$ cat src/rtl/priority_resolver_pkg.sv
// Shared types and helpers for the interrupt priority resolver.
package priority_resolver_pkg;

    localparam int NUM_IR = 8;

    typedef logic [2:0] level_t;

    localparam level_t SPURIOUS_LEVEL = 3'd7;

    typedef enum logic [1:0] {
        ST_IDLE = 2'd0,
        ST_ACK1 = 2'd1,
        ST_ACK2 = 2'd2
    } state_t;

    function automatic logic [NUM_IR-1:0] level_onehot(input level_t lvl);
        return 8'b1 << lvl;
    endfunction

    // 0 = highest priority, 7 = the bottom level itself.
    function automatic level_t prio_rank(input level_t lvl, input level_t bottom);
        return lvl - bottom - 3'd1;
    endfunction

endpackage

$ cat src/rtl/priority_resolver_encoder_rot.sv
// Circular highest-priority select: level bottom_level+1 wins first, bottom_level last.
module priority_encoder_rot
    import priority_resolver_pkg::*;
(
    input  logic [NUM_IR-1:0] vec,
    input  level_t            bottom_level,
    output logic              found,
    output level_t            level
);

    level_t idx;

    // Walk from lowest to highest priority so the highest set bit is written last.
    always_comb begin
        found = |vec;
        level = '0;
        idx   = '0;
        for (int i = NUM_IR - 1; i >= 0; i--) begin
            idx = bottom_level + level_t'(i) + 3'd1;
            if (vec[idx]) level = idx;
        end
    end

endmodule

$ cat src/rtl/priority_resolver.sv
// Interrupt priority resolver: fully nested priority, two-pulse INTA sequencing, ISR/EOI handling.
// Optional macro PRIORITY_ROTATION_EN enables rotate-on-EOI of the bottom priority level.
module priority_resolver
    import priority_resolver_pkg::*;
#(
    parameter int RESET_BOTTOM_LEVEL = 7
) (
    input  logic              clk,
    input  logic              reset_n,
    input  logic [NUM_IR-1:0] interrupt_req_register,
    input  logic [NUM_IR-1:0] interrupt_mask,
    input  logic [4:0]        vector_base,
    input  logic              inta_n,
    input  logic              eoi_cmd,
    input  logic              eoi_specific,
    input  level_t            eoi_level,
    input  logic              auto_eoi,
    input  logic              rotate_en,
    output logic              interrupt_out,
    output logic              freeze,
    output logic [NUM_IR-1:0] clear_interrupt_req,
    output logic [NUM_IR-1:0] in_service_register,
    output logic [7:0]        vector_out,
    output logic              vector_valid
);

    // state | meaning
    // IDLE  | waiting for first INTA pulse, INT may be raised
    // ACK1  | first INTA seen: winner latched, ISR set, IRR frozen
    // ACK2  | second INTA seen: vector driven until INTA rises

    localparam level_t RESET_BOTTOM = level_t'(RESET_BOTTOM_LEVEL);

    state_t            state, next_state;
    logic              inta_q, inta_fall, inta_rise;
    logic [NUM_IR-1:0] pending;
    level_t            bottom_level;
    logic              winner_found, isr_found;
    level_t            winner_level, isr_level;
    level_t            ack_level;
    logic              ack_real;
    logic              int_req;
    logic              ack_start, ack_vector, ack_end;
    level_t            eoi_target;
    logic              eoi_hit, aeoi_hit;
    logic [NUM_IR-1:0] isr_set, isr_clr, isr_next;

    assign pending   = interrupt_req_register & ~interrupt_mask;
    assign inta_fall = inta_q & ~inta_n;
    assign inta_rise = ~inta_q & inta_n;

    priority_encoder_rot u_irr_enc (
        .vec          (pending),
        .bottom_level (bottom_level),
        .found        (winner_found),
        .level        (winner_level)
    );

    priority_encoder_rot u_isr_enc (
        .vec          (in_service_register),
        .bottom_level (bottom_level),
        .found        (isr_found),
        .level        (isr_level)
    );

    // Fully nested: only a request strictly above the highest in-service level interrupts.
    assign int_req = winner_found &&
                     (!isr_found || (prio_rank(winner_level, bottom_level) <
                                     prio_rank(isr_level, bottom_level)));

    always_ff @(posedge clk or negedge reset_n) begin
        if (!reset_n) state <= ST_IDLE;
        else          state <= next_state;
    end

    always_comb begin
        next_state = state;
        case (state)
            ST_IDLE: if (inta_fall) next_state = ST_ACK1;
            ST_ACK1: if (inta_fall) next_state = ST_ACK2;
            ST_ACK2: if (inta_rise) next_state = ST_IDLE;
            default: next_state = ST_IDLE;
        endcase
    end

    always_comb begin
        freeze     = (state != ST_IDLE);
        ack_start  = (state == ST_IDLE) && inta_fall;
        ack_vector = (state == ST_ACK1) && inta_fall;
        ack_end    = (state == ST_ACK2) && inta_rise;
    end

    // EOI clears are judged against the ISR before this cycle's set; the set is OR'd in last.
    always_comb begin
        eoi_target = eoi_specific ? eoi_level : isr_level;
        eoi_hit    = eoi_cmd && in_service_register[eoi_target];
        aeoi_hit   = ack_end && auto_eoi && ack_real;
        isr_clr    = (eoi_hit  ? level_onehot(eoi_target) : '0) |
                     (aeoi_hit ? level_onehot(ack_level)  : '0);
        isr_set    = (ack_start && winner_found) ? level_onehot(winner_level) : '0;
        isr_next   = (in_service_register & ~isr_clr) | isr_set;
    end

    always_ff @(posedge clk or negedge reset_n) begin
        if (!reset_n) begin
            inta_q              <= 1'b1;
            in_service_register <= '0;
            interrupt_out       <= 1'b0;
            clear_interrupt_req <= '0;
            ack_level           <= SPURIOUS_LEVEL;
            ack_real            <= 1'b0;
            vector_out          <= '0;
            vector_valid        <= 1'b0;
        end else begin
            inta_q              <= inta_n;
            in_service_register <= isr_next;
            interrupt_out       <= int_req && (next_state == ST_IDLE);
            clear_interrupt_req <= isr_set;
            if (ack_start) begin
                ack_level <= winner_found ? winner_level : SPURIOUS_LEVEL;
                ack_real  <= winner_found;
            end
            if (ack_vector) begin
                vector_out   <= {vector_base, ack_level};
                vector_valid <= 1'b1;
            end else if (ack_end) begin
                vector_valid <= 1'b0;
            end
        end
    end

`ifdef PRIORITY_ROTATION_EN
    always_ff @(posedge clk or negedge reset_n) begin
        if (!reset_n) begin
            bottom_level <= RESET_BOTTOM;
        end else if (rotate_en) begin
            if (eoi_hit)       bottom_level <= eoi_target;
            else if (aeoi_hit) bottom_level <= ack_level;
        end
    end
`else
    logic unused_rotate;
    assign bottom_level  = RESET_BOTTOM;
    assign unused_rotate = rotate_en;
`endif

endmodule

$ cat config.mk
export PLATFORM = sky130hd
export DESIGN_NAME = priority_resolver
export DESIGN_NICKNAME = d
export VERILOG_FILES = /design/src/rtl/priority_resolver_pkg.sv /design/src/rtl/priority_resolver_encoder_rot.sv /design/src/rtl/priority_resolver.sv
export SDC_FILE = /design/constraint.sdc
export NUM_CORES = 1
export LEC_CHECK = 0
export ABC_AREA = 1
export CORE_ASPECT_RATIO = 0.9
export CORE_MARGIN = 3
export CORE_UTILIZATION = 58
export DETAILED_ROUTE_END_ITERATION = 10
export GPL_TIMING_DRIVEN = 0
export PLACE_DENSITY = 0.95
export SLEW_MARGIN = 20
export SYNTH_ARGS = -nofsm -noshare
export SYNTH_HDL_FRONTEND = slang
export SYNTH_HIERARCHICAL = 1
export SYNTH_SLANG_ARGS = --single-unit
$ cat constraint.sdc
create_clock -name clk -period 5.1 [get_ports clk]
set_input_delay 1.02 -clock clk [delete_from_list [all_inputs] [get_ports clk]]
set_output_delay 1.02 -clock clk [all_outputs]
set_load 0.02 [all_outputs]
# Word level (Yosys, flattened, before mapping)

Index checks and enable logic that the tools add are counted.

$add $sub $neg: 4
Order comparisons: 2
Eq/ne operators: 2
Shifts and indexed selects: 3
Multiplexer cells: 29
Bitwise gates (word level): 10
Reduce and logical (&&, ||, !) cells: 17

Operator list:

| operator                                                                     | count |
|---|---|
| 3-bit 2-to-1 mux                                                             | 18 |
| 8-bit 2-to-1 mux                                                             | 3 |
| 1-bit by 3-bit left shift with 8-bit output, first input constant            | 3 |
| 8-bit bitwise AND                                                            | 2 |
| 8-bit NOT                                                                    | 2 |
| 8-bit OR                                                                     | 2 |
| 8-bit OR reduction                                                           | 2 |
| 1-bit logical AND                                                            | 9 |
| 2-bit 2-to-1 mux                                                             | 3 |
| 2-bit one-hot mux with 3 select lines                                        | 1 |
| 3-bit by 1-bit subtractor with 3-bit output, second input constant           | 2 |
| 3-bit subtractor, second input constant                                      | 2 |
| 2-bit logical NOT                                                            | 2 |
| 3-bit by 4-bit less-than comparator with 1-bit output, second input constant | 1 |
| 2-bit nonzero test                                                           | 2 |
| 1-bit binary-select mux with 3-bit select                                    | 1 |
| 3-bit less-than comparator                                                   | 1 |
| 1-bit 2-to-1 mux                                                             | 3 |
| 1-bit bitwise AND                                                            | 2 |
| 2-bit by 1-bit == test with 1-bit output, second input constant              | 1 |
| 2-bit == test, second input constant                                         | 1 |
| 1-bit NOT                                                                    | 2 |
| 1-bit logical NOT                                                            | 1 |
| 1-bit logical OR                                                             | 1 |

Register bits after elaboration: 33
Input port bits: 31
Output and inout bits: 27
Logic and storage cells: 76

# Depth between registers and ports, before layout

Depth after elaboration: 17
Depth in mapped cells: 26
Mapped depth without buffers: 25

# Modules after synthesis

Netlist, hierarchy kept.

Modules (own cells, without submodules):

| module               | instances | cells each | area each (um2) | sequential area each (um2) |
|---|---|---|---|---|
| priority_resolver    | 1         | 226        | 1,714.1         | 830.8 |
| priority_encoder_rot | 2         | 145        | 804.5           | 0.0 |

# Least setup slack after synthesis

OpenSTA, ideal clock, no wires.

Kind: input to register
Start: in interrupt_req_register[5]
End: reg interrupt_out
Setup time: 0.101 ns
Arrival: 2.687 ns
Required time: 4.999 ns
Path slack: 2.313 ns
Stages: 21
Buffers on the path: 0
Cell sequence: inv_1 -> nor2_1 -> nand2_1 -> nand2_1 -> nand2_1 -> nand2_1 -> inv_2 -> nand2_2 -> inv_1 -> nand3_1 -> nand3_1 -> nand2_1 -> nand2_1 -> nand2_1 -> nand2_1 -> nand2_1 -> nand2_1 -> ha_1 -> o211ai_1 -> a21boi_0 -> nor4_1

Longest elaborated chain between the ends: 13
Elaborated cells between the ends (all ways): 14
Classes of those cells: add/sub (2); order compare (1); mux (6); bitwise (1); reduce/logical (4)

RTL lines:

| item                                        | line                                | RTL |
|---|---|---|
| from (decl)                                 | priority_resolver.sv:10             | `input logic [NUM_IR-1:0] interrupt_req_register,` |
| 8-bit bitwise AND                           | priority_resolver.sv:48             | `assign pending = interrupt_req_register & ~interrupt_mask;` |
| net pending[5]                              | priority_resolver.sv:36             | `logic [NUM_IR-1:0] pending;` |
| 3-bit 2-to-1 mux (6 in series)              | priority_resolver_encoder_rot.sv:20 | `if (vec[idx]) level = idx;` |
| net winner_level[1]                         | priority_resolver.sv:39             | `level_t winner_level, isr_level;` |
| 3-bit subtractor                            | priority_resolver_pkg.sv:22         | `return lvl - bottom - 3'd1;` |
| 3-bit by 1-bit subtractor with 3-bit output | priority_resolver_pkg.sv:22         |  |
| 3-bit less-than comparator                  | priority_resolver.sv:68             | `(!isr_found \|\| (prio_rank(winner_level, bottom_level) <` |
| 1-bit logical OR                            | priority_resolver.sv:68             |  |
| 1-bit logical AND                           | priority_resolver.sv:67             | `assign int_req = winner_found &&` |
| 1-bit logical AND                           | priority_resolver.sv:117            | `interrupt_out <= int_req && (next_state == ST_IDLE);` |
| to (signal assigned)                        | priority_resolver.sv:117            |  |
| to (decl)                                   | priority_resolver.sv:19             | `output logic interrupt_out,` |

The timed path passes the listed nets, and every way through them passes these cells.
A chain may end at the register's enable or synchronous reset.

# Worst setup path after layout

Start: in interrupt_req_register[7]
End: reg interrupt_out

Longest elaborated chain between the ends: 15
Elaborated cells between the ends (all ways): 16
Classes of those cells: add/sub (2); order compare (1); mux (8); bitwise (1); reduce/logical (4)

RTL lines:

| item                                        | line |
|---|---|
| 8-bit bitwise AND                           | priority_resolver.sv:48 |
| net pending[7]                              | priority_resolver.sv:36 |
| 3-bit 2-to-1 mux (8 in series)              | priority_resolver_encoder_rot.sv:20 |
| net winner_level[2]                         | priority_resolver.sv:39 |
| 3-bit subtractor                            | priority_resolver_pkg.sv:22 |
| 3-bit by 1-bit subtractor with 3-bit output | priority_resolver_pkg.sv:22 |
| 3-bit less-than comparator                  | priority_resolver.sv:68 |
| 1-bit logical OR                            | priority_resolver.sv:68 |
| 1-bit logical AND                           | priority_resolver.sv:67 |
| 1-bit logical AND                           | priority_resolver.sv:117 |

The timed path passes the listed nets, and every way through them passes these cells.

==> out/results.txt <==
outcome -> completed
Req. time, crit path -> 5.28 ns
clock skew -> 0.007169 ns
worst r2r src -> in_service_register[6]
fin cells -> 671
clock root cell -> clkbuf_8
sequential power share -> 28.1%
crit path max fanout -> 4
Post-synth EDFFs -> 0
Synth cell types -> 36
slowest stage delay, CP -> 0.46 ns
largest net degree at the start of global routing -> 34
CP startpoint -> interrupt_req_register[7]
TritonRoute pass-1 iters -> 5
critical path arrival -> 3.68 ns
synthesized area per cell -> 6.440 um2
most common flop cell mapped by yosys -> dfrtp_1
fin worst setup slack -> 1.598 ns
Longest Clk Path Bufs -> 2
first-iteration detailed-routing DRC count -> 278
clock share of power -> 11.2%
Worst-path clk slew -> 0.07 ns
RSZ-0062 raised after global routing -> false
P&R area growth vs syn -> 24.36%
Hold Violations, Final -> 0
grt ovf -> 0
Cell Pwr Density -> 418.0 nW/um2
pre-CTS WS -> 1.458 ns
sequential fraction of the synthesis area -> 25.00%
Nets -> 642
Fin Setup TNS -> 0 ns
cell mode on critical path -> nand2_1
Hold/Removal Path Class -> register to register
fin crit share -> 68.66%
Final min period -> 3.502 ns
post-CTS setup buffers -> 0
total CTS buffers -> 5
Slew HR -> 51.77%
Slowest-stage cell, CP -> clkdlybuf4s50_1
Routed WL per cell -> 13.24 um
design area -> 4133 um2
Cell Area, Synth -> 3323 um2
Syn Inst Count -> 516
routability cong. -> 0.9587
GRT Total Usage -> 28.33%
worst path cell trace -> clkdlybuf4s50_1 -> inv_1 -> nor2_1 -> nand2_1 -> nand3_1 -> nand3_1 -> o21ai_1 -> nand2_1 -> nand3_1 -> nand2_1 -> nand2_1 -> nand2_1 -> a21boi_1 -> ha_1 -> a21oi_1 -> a21boi_0 -> nor4_1
total power -> 1.727 mW
first-pass GRT wire length -> 15.24 mm
share of layout cells above drive strength 1 -> 15.56%
crit start category -> primary input
FP Rows -> 25
Int Power -> 0.8712 mW
Final HPWL DP -> 6.902 mm
I/O Buffers -> 55
switch share -> 49.57%
Fmax -> 0.2856 GHz
clk_lat worst skew -> 0.29 ns
# hold bufs at CTS -> 0
placed cell count -> 663
CTS Sinks -> 33
Core Footprint -> 5380 um2
Hold Crit Start -> vector_out[5]
I/O pins -> 58
Die Ht -> 77.81 um
CTS resizes -> 0
vias per cell -> 5.270
crit path buf inv count -> 2
Vias -> 3536
Initial Util -> 61.77%
Crit path max-delay family -> simple AND/OR/NAND/NOR gates
crit path kind -> primary input to register
CTS H-tree depth -> 2
YS warnings -> 6
die area -> 6675 um2
#FFs+latches synth -> 33
ant diodes -> 0
CTS tree -> yes
critical path capture point type -> register
Worst IR Drop VDD -> 443.8 uV
combinational power share -> 60.7%
initial antenna violation count -> 0
Post-Place Cell Area -> 4046 um2
Slew @ Worst Pin -> 0.7235 ns
fraction of registers with async set or reset after synthesis -> 100.0%
max cap viols -> 0
vias in the first global route -> 3414
DR DRC count -> 0
NetSw -> 0.8562 mW
Pins Over Slew Limit -> 0
leakage -> 2.313 nW
Finish-stage setup viols -> 0
antenna-violating nets left -> 0
WL final -> 8.884 mm
reg2reg setup slack -> 2.54 ns
DIE WIDTH -> 85.79 um
==> registers in the layout, indices dropped and copies added (netlist names) <==
| name | cells |
|---|---|
| clear_interrupt_req | 8 |
| in_service_register | 8 |
| vector_out | 8 |
| ack_level | 3 |
| state | 2 |
| ack_real | 1 |
| inta_q | 1 |
| interrupt_out | 1 |
| vector_valid | 1 |
==> worst register-to-register path: stages, from the launching register on <==
cell	delay, ns
dfrtp_1	0.47
nand2_1	0.14
nand3_2	0.11
nand3_2	0.11
nand2_2	0.08
o21ai_1	0.14
nand2_1	0.07
nand3_1	0.06
nand2_1	0.05
nand2_1	0.05
nand2_1	0.05
a21boi_1	0.25
inv_1	0.08
ha_1	0.30
a21oi_1	0.14
a21boi_0	0.12
nor4_1	0.23
==> per-layer routing <==
metal	GRT usage [%]	vias up	share of wire (%)
li1	-	1771	-
met1	33.80	1596	40
met2	50.39	139	51
met3	5.839	30	6.4
met4	9.335	0	2.7
met5	0	-	0
==> per-stage QoR <==
stage          util [%]  hold slack, ns
2_1_floorplan         -          0.4496
3_3_place_gp      75.30          0.4553
3_5_place_dp      75.21          0.4619
4_1_cts           76.81          0.4807
5_1_grt           76.81          0.5300
6_report          76.81          0.4788
==> area by class of cell <==
type                    count  area (um2)
fillers                   394        1247
inverters                  92       345.3
flip-flops and latches     33       830.8
well taps                  67       83.83
clock buffers               5       68.82
repair buffers             55       545.5
multi-input cells         406        2146
clock inverters             3       17.52
plain buffers              10       95.09
==> cells in the final DEF, fill, tap and decap left out, types with 12 or more instances in the layout <==
cell / n
conb_1: 26
dfrtp_1: 29
inv_1: 78
nand3_2: 16
nor2_1: 34
clkdlybuf4s50_1: 54
nand2_1: 163
nand3_1: 51
a21oi_1: 17
nand2_2: 24
inv_2: 12
==> worst paths after layout <==
check,cells after the start,to
setup / recovery,17,interrupt_out
hold / removal,2,vector_out[5]
min in group asynchronous,1,clear_interrupt_req[3]
setup reg to reg,16,interrupt_out
hold reg to reg,2,vector_out[5]
max in group asynchronous,1,vector_out[4]
==> logic make-up (layout without fill, tap and decap cells) <==
| family | Yosys count | after routing | share of synthesized area, % |
|---|---|---|---|
| and+or+nand+nor | 313 | 313 | 44.62 |
| buffers and inverters | 102 | 165 | 13.25 |
| AOI/OAI and AO/OA | 49 | 49 | 9.111 |
| DFF | 33 | 33 | 25.00 |
| xor gates and xnor gates | 10 | 10 | 4.894 |
| adders and majority gates | 8 | 8 | 3.012 |
| other | 1 | 26 | 0.1128 |
==> cells in the mapped netlist, types with 4 or more instances <==
library cell | instances | share of area (%)
xor2_1 | 4 | 1.1
nand4_1 | 8 | 1.5
nand3_2 | 16 | 4.8
dfrtp_1 | 29 | 22
nor2_2 | 5 | 0.94
inv_2 | 12 | 1.4
nor4_1 | 5 | 0.94
ha_1 | 8 | 3.0
o21ai_2 | 6 | 1.6
a21oi_1 | 17 | 2.6
dfstp_2 | 4 | 3.2
o21ai_0 | 6 | 0.90
nand2_1 | 163 | 18
o21ai_1 | 8 | 1.2
nand3_1 | 51 | 7.7
buf_6 | 6 | 2.0
a41oi_1 | 4 | 1.1
nor2_1 | 34 | 3.8
inv_1 | 78 | 8.8
nand2_2 | 24 | 4.5
==> power groups by stage <==
stage	Sequential (mW)	Combinational, mW	Clock [mW]
global route	0.499	1.16	0.206
finish	0.485	1.05	0.194
floorplan	0.549	0.598	0
CTS	0.482	1.02	0.195
detailed placement	0.479	1.00	0
global placement	0.475	0.966	0
Power figures use the tool's default switching activity.
